==> src/rtl/shift_left_sequential.sv <==
// shift_left_sequential: multi-cycle logical left shifter with valid/ready handshakes.
//
// Resolves one shamt bit per clock, MSB-weighted stage first (16, 8, 4, 2, 1 for N=32),
// so latency is a fixed STAGES cycles regardless of the shift amount. Also flags whether
// any 1 bit was pushed out past the MSB.
//
// Ports:
//   clk        rising-edge clock
//   rst        synchronous, active-high reset
//   in_valid   operand presented
//   in_ready   block can accept an operand (high only when idle)
//   in         value to shift
//   shamt      shift amount, 0..N-1
//   out_valid  result available
//   out_ready  consumer accepts result
//   out        in << shamt, zero-filled from the LSB
//   lost       1 if any 1 bit was shifted out past the MSB
module shift_left_sequential #(
  parameter int unsigned N      = 32,
  parameter int unsigned STAGES = $clog2(N)
) (
  input  logic              clk,
  input  logic              rst,
  input  logic              in_valid,
  output logic              in_ready,
  input  logic [N-1:0]      in,
  input  logic [STAGES-1:0] shamt,
  output logic              out_valid,
  input  logic              out_ready,
  output logic [N-1:0]      out,
  output logic              lost
);

  typedef enum logic [1:0] {StIdle, StShift, StDone} state_e;

  localparam logic [STAGES-1:0] LastStage = STAGES'(STAGES - 1);
  localparam logic [N-1:0]      Ones      = '1;

  state_e            state_q;
  logic [N-1:0]      data_q;
  logic [STAGES-1:0] shamt_q;
  logic [STAGES-1:0] cnt_q;
  logic              lost_q;

  // Per-stage datapath: stage k tests shamt bit (STAGES-1-k) with weight 2^(STAGES-1-k).
  logic [STAGES-1:0] bit_idx;
  logic              stage_on;
  int unsigned       weight;
  logic [N-1:0]      shifted;
  logic [N-1:0]      spill;

  always_comb begin
    bit_idx  = LastStage - cnt_q;
    stage_on = shamt_q[bit_idx];
    weight   = 32'd1 << bit_idx;
    shifted  = data_q << weight;
    // Top 'weight' bits are exactly the ones this stage would discard.
    spill    = data_q & ~(Ones >> weight);
  end

  always_ff @(posedge clk) begin
    if (rst) begin
      state_q <= StIdle;
      data_q  <= '0;
      shamt_q <= '0;
      cnt_q   <= '0;
      lost_q  <= 1'b0;
    end else begin
      unique case (state_q)
        StIdle: begin
          if (in_valid) begin
            data_q  <= in;
            shamt_q <= shamt;
            lost_q  <= 1'b0;
            cnt_q   <= '0;
            state_q <= StShift;
          end
        end
        StShift: begin
          if (stage_on) begin
            data_q <= shifted;
            lost_q <= lost_q | (|spill);
          end
          cnt_q <= cnt_q + STAGES'(1);
          if (cnt_q == LastStage) begin
            state_q <= StDone;
          end
        end
        StDone: begin
          // out/lost stay in data_q/lost_q until the next accept overwrites them.
          if (out_ready) begin
            state_q <= StIdle;
          end
        end
        default: state_q <= StIdle;
      endcase
    end
  end

  assign in_ready  = (state_q == StIdle);
  assign out_valid = (state_q == StDone);
  assign out       = data_q;
  assign lost      = lost_q;

endmodule

==> config.mk <==
export PLATFORM = sky130hd
export DESIGN_NAME = shift_left_sequential
export DESIGN_NICKNAME = d
export VERILOG_FILES = /design/src/rtl/shift_left_sequential.sv
export SDC_FILE = /design/constraint.sdc
export NUM_CORES = 1
export LEC_CHECK = 0
export BUFFER_PORTS_ARGS = -buffer_cell sky130_fd_sc_hd__buf_2
export CORE_MARGIN = 2
export CORE_UTILIZATION = 40
export DETAILED_ROUTE_END_ITERATION = 12
export GPL_ROUTABILITY_DRIVEN = 0
export SLEW_MARGIN = 15
export SYNTH_ARGS = -nofsm -noshare
export SYNTH_HDL_FRONTEND = slang
export SYNTH_SLANG_ARGS = --single-unit
==> constraint.sdc <==
create_clock -name clk -period 5.3 [get_ports clk]
set_clock_uncertainty 0.1 [all_clocks]
set_input_delay 1.06 -clock clk [delete_from_list [all_inputs] [get_ports clk]]
set_output_delay 1.06 -clock clk [all_outputs]
set_load 0.01 [all_outputs]
==> key figures <==
STA
  – Part of the cycle the worst path needs: between 70% and 80%
  – Tmin final: 3950 ps
  – Slew margin rel.: 27.6%
  – Unrepaired setup endpoints after global routing: false
  – TNS Setup: 0 ps
  – Worst-Margin Slew: 1090 ps
  – Max Freq: roughly 250 MHz
  – Final setup violation count: 0
  – Final hold viol count: 0
  – Final slew viol count: 0
  – Setup ws final: 1350 ps

Power and ir drop
  – Peak VDD IR: roughly 130 uV
  – PD cells: between 200 and 300 mW/mm^2
  – Leak: 1.95 nW

Clock network
  – PostCTS Resize Cnt: 0
  – Post-CTS Setup Repair Bufs: 0
  – Clk root buf: clkbuf_16
  – H-tree depth: 2
  – Clk_lat worst skew: 290 ps
  – CTS Buffer Depth: 2
  – CTS tree: done
  – Cts hold-fix bufs: 0
  – CTS Sinks: 45
  – Clock-pin slew on the worst setup and hold paths: 60 ps
  – CTS Buf Count: 5

Detailed routing
  – Initial DRC count: 742
  – Drt pass-1 iters: 6
  – Vias per inst: 7.08
  – DRC: 0
  – Via count: 5477
  – DRT Wirelength: around 19 mm
  – DRT antenna net count: 0
  – Routed len/inst: roughly 25 um

Logic synthesis
  – Mean area per synthesized cell: between 7 and 8 um^2
  – Syn_nets: 637
  – Mapped Cells: 590
  – Fraction of the yosys area taken by sequential cells: 20.0%
  – Post-Synth Adder-Cell Area: 1.66%
  – Count leader, synth: nor2_1
  – Main synth FF type: dfxtp_1
  – Post-synth top cells: 69 x nor2_1, 55 x nand2_1, 45 x dfxtp_1, 37 x a21oi_1, 31 x mux2i_1
  – Synth area leaders: dfxtp_1 20%, mux2i_1 6.9%, nor2_1 5.7%
  – Compound-Gate Fraction of Synth Area: 39.3%
  – Post-synth EDFFs: 0
  – Seq cells post-synth: 45
  – Largest family of logic cells by synthesized area: compound AO/OA/AOI/OAI gates
  – Post-synth top area cell: dfxtp_1
  – Simple-Gate Fraction of Synth Area: 21.7%
  – Ys async rst share: 0%
  – Synth top area share: approximately 20%
  – Multiplexer area fraction after synthesis: 10.9%
  – Synth unique cells: 80
  – Synth Area in XOR/XNOR: 0%
  – Synth Warn #: 0
  – Post-synthesis cell area: 0.00451 mm^2

Worst setup path
  – Crit end category: flop
  – WP data required: 5370 ps
  – Worst EP arrival: 4030 ps
  – CP Class: flop to flop
  – Critical path's slowest cell: dfxtp_1
  – Type of origin of the critical path: flop
  – CP peak stage delay: 620 ps
  – Setup slack, reg-to-reg: approximately 1300 ps
  – Crit-path most repeated cell: a211oi_1
  – CP cell instances: inv_1 > ha_1 > buf_4 > nor2_2 > nor3_1 > a2bb2oi_4 > nand2_1 > a211oi_1 > a211oi_1 > o32ai_1
  – Critical-path maximum fanout: 13

Floorplanning
  – Chip width: 110 um
  – # rows: 38
  – Core ar.: 0.0109 mm^2
  – Die height: 110 um
  – Initial Util: 41.3%
  – Die footprint: roughly 0.012 mm^2
  – Io pins: 76

Worst hold path
  – Hold/Removal Path Class: flop to flop

Global route
  – Congestion Overflow GR: 0
  – First-pass GRT wire length: 28.4 mm
  – Number of global-route vias before repair: 4916
  – GRT Util Overall: 30.9%
  – Largest net degree at the start of global routing: 48
  – Initial antenna violation count: 0

Final layout
  – Area grow syn2layout: 12.2%
  – Layout cell share with drive strength beyond 1: 22.7%
  – FF+latch area: 901 um^2
  – Multi-input logic area: between 0.003 and 0.004 mm^2
  – Fillers: 1117
  – Antenna diodes: 0
  – Final net count: 681

Placed design
  – Pre-CTS WS: roughly 1500 ps
  – Final HPWL from detailed placement: 13.4 mm
  – Input/output buffers: 75

Outcome
  – Outcome: complete, no violations

Job
  – Max-capacitance violation count: 0
-- routing by layer --
layer	vias to the layer above	global-route usage, %	part of all wire, %
met3	86	7.88	13
li1	2390	-	-
met5	-	0	0
met4	0	12.1	4.1
met2	428	45.1	42
met1	2573	43.3	40
-- worst max-delay path, delay by kind of cell, from the launching register on --
kind | cells | cell delay, ps
AND/OR/NAND/NOR | 3 | 940
AO/OA/AOI/OAI | 4 | 1240
flip-flops | 1 | 620
adder cells (fa/ha/maj) | 1 | 420
buffers and inverters | 2 | 490
-- logic make-up after synthesis --
| kind of cell | after synthesis |
|---|---|
| buffers and inverters | 60 |
| adders and majority gates | 6 |
| AOI/OAI and AO/OA | 230 |
| DFF | 45 |
| muxes | 45 |
| and+or+nand+nor | 204 |
-- final cells by class --
class	instances	share of cell area (%)
clock buffer	6	2.74
timing repair buffer	89	9.49
tap	140	3.46
sequential	45	17.8
clock inverter	1	0.148
inverter	8	0.593
multi-input combinational	485	65.8
-- per-stage QoR --
stage | hold slack, ps | instances | area [um^2] | power [W] | util [%]
6_report | 376 | 774 | 5060 | 0.00127 | 46.3
4_1_cts | 379 | 774 | 5060 | 0.00125 | 46.3
5_1_grt | 396 | 774 | 5060 | 0.00132 | 46.3
2_1_floorplan | 333 | 590 | 4510 | 0.000761 | -
3_5_place_dp | 370 | 767 | 4920 | 0.000930 | 45.0
3_3_place_gp | 369 | 767 | 4920 | 0.000930 | 45.0
-- layout by cell type, fill, tap and decap left out, types with 9 or more instances in the layout --
cell,count
nand2_1,55
mux2_2,11
nor2_1,69
buf_2,75
a21oi_1,36
a22oi_1,19
a211oi_1,12
buf_4,14
mux2i_1,31
a221oi_1,16
nor3_1,22
dfxtp_1,45
o22ai_1,14
nand3_1,9
o21ai_0,21
-- worst paths after layout --
kind,startpoint,end,cells after the start
max,cnt_q[0]$_SDFFE_PP0P_,out[28]$_SDFFE_PP0P_,10
min reg2reg,shamt_q[4]$_SDFFE_PP0P_,shamt_q[4]$_SDFFE_PP0P_,2
min,shamt_q[4]$_SDFFE_PP0P_,shamt_q[4]$_SDFFE_PP0P_,2
max reg2reg,cnt_q[0]$_SDFFE_PP0P_,out[28]$_SDFFE_PP0P_,10
-- registers in the layout, summed over array words and instances, names as in the netlist --
name / cells
cnt_q: 5
lost: 1
out: 32
shamt_q: 5
state_q: 2
-- power by group --
| part | switching (W) | internal [W] | leakage, nW |
|---|---|---|---|
| clock network | 0.000136 | 0.000185 | 0.0690 |
| registers | 0.0000701 | 0.000366 | 0.370 |
| logic | 0.000323 | 0.000190 | 1.51 |
No activity file was read; power rests on OpenSTA's default activity.
